### src/rtl/uart_rx.sv
// rtl/uart_rx.sv - oversampling UART receiver with majority vote, parity and stop checking
module uart_rx #(
    parameter int DATA_WIDTH = 8,
    parameter int PRESCALE_W = 6
) (
    input  logic                  CLK,
    input  logic                  RST,
    input  logic                  RX_IN,
    input  logic [PRESCALE_W-1:0] prescale,
    input  logic                  PAR_EN,
    input  logic                  PAR_TYP,
    output logic [DATA_WIDTH-1:0] P_DATA,
    output logic                  data_valid,
    output logic                  par_err,
    output logic                  stp_err
);

    localparam int BIT_CNT_W = (DATA_WIDTH > 1) ? $clog2(DATA_WIDTH) : 1;
    localparam logic [BIT_CNT_W-1:0]  LAST_BIT = BIT_CNT_W'(DATA_WIDTH - 1);
    localparam logic [BIT_CNT_W-1:0]  BIT_ONE  = BIT_CNT_W'(1);
    localparam logic [PRESCALE_W-1:0] ONE      = PRESCALE_W'(1);

    typedef enum logic [2:0] {
        IDLE,
        START,
        DATA,
        PARITY,
        STOP
    } state_t;

    state_t state;
    state_t state_next;

    // frame configuration, frozen at the start edge
    logic [PRESCALE_W-1:0] cfg_prescale;
    logic                  cfg_par_en;
    logic                  cfg_par_typ;

    logic [PRESCALE_W-1:0] edge_cnt;
    logic [BIT_CNT_W-1:0]  bit_cnt;
    logic [DATA_WIDTH-1:0] shift_reg;
    logic [1:0]            samp;
    logic                  par_mis;

    logic [PRESCALE_W-1:0] half;
    logic                  at_samp0;
    logic                  at_samp1;
    logic                  at_vote;
    logic                  at_last;
    logic                  vote;
    logic                  exp_par;

    // mid-bit sample points and the 2-of-3 vote (third sample is the live line)
    always_comb begin
        half     = cfg_prescale >> 1;
        at_samp0 = (edge_cnt == (half - ONE));
        at_samp1 = (edge_cnt == half);
        at_vote  = (edge_cnt == (half + ONE));
        at_last  = (edge_cnt == (cfg_prescale - ONE));
        vote     = (samp[0] & samp[1]) | (samp[0] & RX_IN) | (samp[1] & RX_IN);
        exp_par  = (^shift_reg) ^ cfg_par_typ;
    end

    // state register
    always_ff @(posedge CLK or negedge RST) begin
        if (!RST) begin
            state <= IDLE;
        end else begin
            state <= state_next;
        end
    end

    // next-state decode; STOP leaves at the vote point so a back-to-back start is seen
    always_comb begin
        state_next = state;
        case (state)
            IDLE: begin
                if (!RX_IN) begin
                    state_next = START;
                end
            end
            START: begin
                if (at_vote && vote) begin
                    state_next = IDLE;
                end else if (at_last) begin
                    state_next = DATA;
                end
            end
            DATA: begin
                if (at_last && (bit_cnt == LAST_BIT)) begin
                    state_next = cfg_par_en ? PARITY : STOP;
                end
            end
            PARITY: begin
                if (at_last) begin
                    state_next = STOP;
                end
            end
            STOP: begin
                if (at_vote) begin
                    state_next = IDLE;
                end
            end
            default: state_next = IDLE;
        endcase
    end

    // counters, sampling, deserialiser and one-cycle result pulses
    always_ff @(posedge CLK or negedge RST) begin
        if (!RST) begin
            cfg_prescale <= '0;
            cfg_par_en   <= 1'b0;
            cfg_par_typ  <= 1'b0;
            edge_cnt     <= '0;
            bit_cnt      <= '0;
            shift_reg    <= '0;
            samp         <= '0;
            par_mis      <= 1'b0;
            P_DATA       <= '0;
            data_valid   <= 1'b0;
            par_err      <= 1'b0;
            stp_err      <= 1'b0;
        end else begin
            data_valid <= 1'b0;
            par_err    <= 1'b0;
            stp_err    <= 1'b0;

            if (state == IDLE) begin
                bit_cnt <= '0;
                par_mis <= 1'b0;
                if (!RX_IN) begin
                    // this cycle is edge 0 of the start bit
                    edge_cnt     <= ONE;
                    cfg_prescale <= prescale;
                    cfg_par_en   <= PAR_EN;
                    cfg_par_typ  <= PAR_TYP;
                end else begin
                    edge_cnt <= '0;
                end
            end else begin
                if ((state_next == IDLE) || at_last) begin
                    edge_cnt <= '0;
                end else begin
                    edge_cnt <= edge_cnt + ONE;
                end

                if (at_samp0) begin
                    samp[0] <= RX_IN;
                end
                if (at_samp1) begin
                    samp[1] <= RX_IN;
                end

                case (state)
                    DATA: begin
                        if (at_vote) begin
                            shift_reg <= {vote, shift_reg[DATA_WIDTH-1:1]};
                        end
                        if (at_last && (bit_cnt != LAST_BIT)) begin
                            bit_cnt <= bit_cnt + BIT_ONE;
                        end
                    end
                    PARITY: begin
                        if (at_vote) begin
                            par_mis <= (vote != exp_par);
                        end
                    end
                    STOP: begin
                        if (at_vote) begin
                            par_err <= par_mis;
                            stp_err <= ~vote;
                            if (vote && !par_mis) begin
                                data_valid <= 1'b1;
                                P_DATA     <= shift_reg;
                            end
                        end
                    end
                    default: begin
                    end
                endcase
            end
        end
    end

endmodule

### config.mk
export PLATFORM = sky130hd
export DESIGN_NAME = uart_rx
export DESIGN_NICKNAME = d
export VERILOG_FILES = /design/src/rtl/uart_rx.sv
export SDC_FILE = /design/constraint.sdc
export NUM_CORES = 1
export LEC_CHECK = 0
export BUFFER_PORTS_ARGS = -buffer_cell sky130_fd_sc_hd__buf_2
export CAP_MARGIN = 20
export CORE_UTILIZATION = 45
export CTS_CLUSTER_SIZE = 8
export DETAILED_ROUTE_END_ITERATION = 10
export PLACE_DENSITY_LB_ADDON = 0.05
export REMOVE_ABC_BUFFERS = 1
export SYNTH_ARGS = -nofsm -noshare
export SYNTH_HDL_FRONTEND = slang
export SYNTH_SLANG_ARGS = --single-unit
### constraint.sdc
create_clock -name CLK -period 3.05 [get_ports CLK]
set_input_delay 0.305 -clock CLK [delete_from_list [all_inputs] [get_ports CLK]]
set_output_delay 0.305 -clock CLK [all_outputs]
set_load 0.01 [all_outputs]
==> results.toml <==
[route]
vias = 1645
route.detailed.drc = 0
drt_first_pass_iters = 4
drt-initial-drc-count = 45
vias_per_cell = 5.36
wl_mm = 4.51
routedWlPerCell_microns = 14.7
ant_nets = 0

[global_route]
grt_remaining_overflow = 0
antenna_found_initial = 0
grt.total_usage_pct = 19.0
grt_pass1_vias = 1658
grt_pass1_wl_mm = 7.75
grt_max_degree = 43

[critical_path]
r2r_end = "edge_cnt[3]"
crit_path_end_kind = "flop"
crit_type = "reg2reg"
rr_startpoint = "cfg_prescale[1]"
reg2reg_depth = 10
required_ns = 3.24
cp-start-kind = "flop"
r2r_slack_ns = 0.16
critPathArrivalTime_ns = 3.07
crit_fanout = 6

[die]
initial_core_util_pct = 48.3
die_x_microns = 74.1
ioPinCount = 22
die_h_microns = 74.1
dieArea_sq_um = 5490
rows = 25
core_sq_um = 4850

[synth]
avgSynthCellArea_sq_um = 11.0
ys_top_cells_by_area = "dfrtp_1, mux2_2, xnor2_1"
synth.largest_area_cell = "dfrtp_1"
syn-cell-area_sq_um = 2340
synth-edff-count = 0
yosysMostFrequentCell = "dfrtp_1"
synth_seq_cells = 42
synth-seq-area-share_pct = 44.9
postSynthCellCount = 212
ys_dominant_reg_cell = "dfrtp_1"
synthArstFlopShare_pct = 100
ys_types = 47
synthTopCellsByCount = "dfrtp_1, mux2_2, xnor2_1"
synth_top_area_share_pct = 44.9
yosys_warnings = 0

[timing]
finalClockSkew_ns = 0.00560
final_hold_viol_count = 0
slew_headroom_pct = 38.4
max_freq_ghz = 0.347
slew_violations = 0
setup_viol = 0
setup_ws_ns = 0.165
rsz0062_at_grt = "false"
setup_tns_ns = 0
period_share_pct = 94.6
finalCriticalPeriod_ns = 2.89
worst_pin_slew_ns = 0.925

[flow_run]
cap_violations = 0

[place]
dp_hpwl_mm = 3.37
io_buffers = 21
place.gp.congestion = 0.870
pre_cts_ws_ns = 0.163

[finish]
fin_nets = 257
area_delta_synth_final_pct = 13.9
antenna_cells = 0
drive_gt1_share_pct = 27.5
fillers = 442

[clock_network]
htreeDepth = 2
cts_root_buf = "clkbuf_8"
hold_buffers = 0
cts_tree = "yes"
clk_pin_slew_worst_paths_ns = 0.08
cts_max_path_buffers = 2
cts_sinks = 42
cts_buffers = 5
worstSkewPairLatency_ns = 0.29

[pwr]
power.density_nw_per_um2 = 920
vdd_ir_drop_max_v = 0.000465
power_leakage_nw = 1.24
power_mw = 2.45

[worst_hold_path]
min_path_type = "in2async"

[status]
status = "completed"
==> routing by layer <==
layer	GRT usage (%)	up-vias	wire [microns]
met4	7.48	0	88
met5	0	-	0
met1	25.0	817	2070
met3	4.07	10	141
met2	30.6	23	2220
li1	-	795	-
==> what timing repair did <==
action / in CTS / in global routing
setup endpoints to repair: 0 / 9
gates resized for setup: 0 / 1
setup buffers: 0 / 1
==> metrics by stage <==
| stage | instance area (sq um) | util (%) | instances | hold WS [ns] |
|---|---|---|---|---|
| floorplan | 2290 | - | 203 | 0.00941 |
| global placement | 2540 | 52.3 | 298 | 0.486 |
| detailed placement | 2540 | 52.3 | 298 | 0.491 |
| CTS | 2650 | 54.6 | 306 | 0.183 |
| global route | 2670 | 55.0 | 307 | 0.205 |
| finish | 2670 | 55.0 | 307 | 0.144 |
==> cells by family after synthesis <==
family	after synthesis	synth area share, %
XOR/XNOR	34	13.4
flip-flops	42	44.9
adder cells (fa/ha/maj)	8	4.17
buffers and inverters	16	3.10
AO/OA/AOI/OAI	25	8.18
multiplexers	24	11.4
AND/OR/NAND/NOR	63	14.9
==> cell type report <==
cell class / instances / area (sq um) / share of cell area [%]
multi-input cells: 154 / 1220 / 45.7
repair buffers: 29 / 178 / 6.66
clock inverters: 2 / 37.5 / 1.41
inverters: 7 / 26.3 / 0.985
well taps: 67 / 83.8 / 3.14
clock buffers: 6 / 72.6 / 2.72
flip-flops and latches: 42 / 1050 / 39.4
==> worst max-delay path, stage by stage (launching register included) <==
cell	delay [ns]
dfrtp_1	0.39
inv_1	0.10
ha_1	0.31
xnor2_1	0.20
or4b_4	0.50
a2111oi_4	0.42
buf_4	0.21
nor2_1	0.08
o41ai_2	0.30
buf_4	0.21
nor2_1	0.05
==> placed cells by master, fill, tap and decap left out, types with 2 or more instances in the layout <==
cell type	instances
buf_4	7
xnor2_2	2
xor2_1	14
o21ai_0	6
nand2_1	9
a21oi_1	6
xnor2_1	18
a311oi_1	2
ha_1	7
and4_1	2
or3_1	2
dfrtp_1	42
inv_1	7
nor2_1	17
clkbuf_8	5
a211oi_1	2
nand2b_1	3
nand3_1	7
buf_2	21
mux2_2	20
nor3_1	8
mux2_1	2
mux2i_1	2
nor4_1	2
==> worst max-delay path by stage <==
stage	start	end	slack (ns)	cells past startpoint
5_1_grt	cfg_prescale[1]	edge_cnt[5]	0.03	10
4_1_cts	cfg_prescale[1]	shift_reg[5]	0.13	7
3_3_place_gp	edge_cnt[4]	shift_reg[2]	0.22	6
6_report	cfg_prescale[1]	edge_cnt[3]	0.16	10
3_5_place_dp	cfg_prescale[1]	shift_reg[5]	0.16	7
2_1_floorplan	cfg_prescale[2]	shift_reg[2]	0.16	7
==> power by group <==
part,internal [mW],switching [mW]
sequential,0.681,0.168
combinational,0.552,0.618
clock,0.244,0.190
No activity file was read; power rests on OpenSTA's default activity.
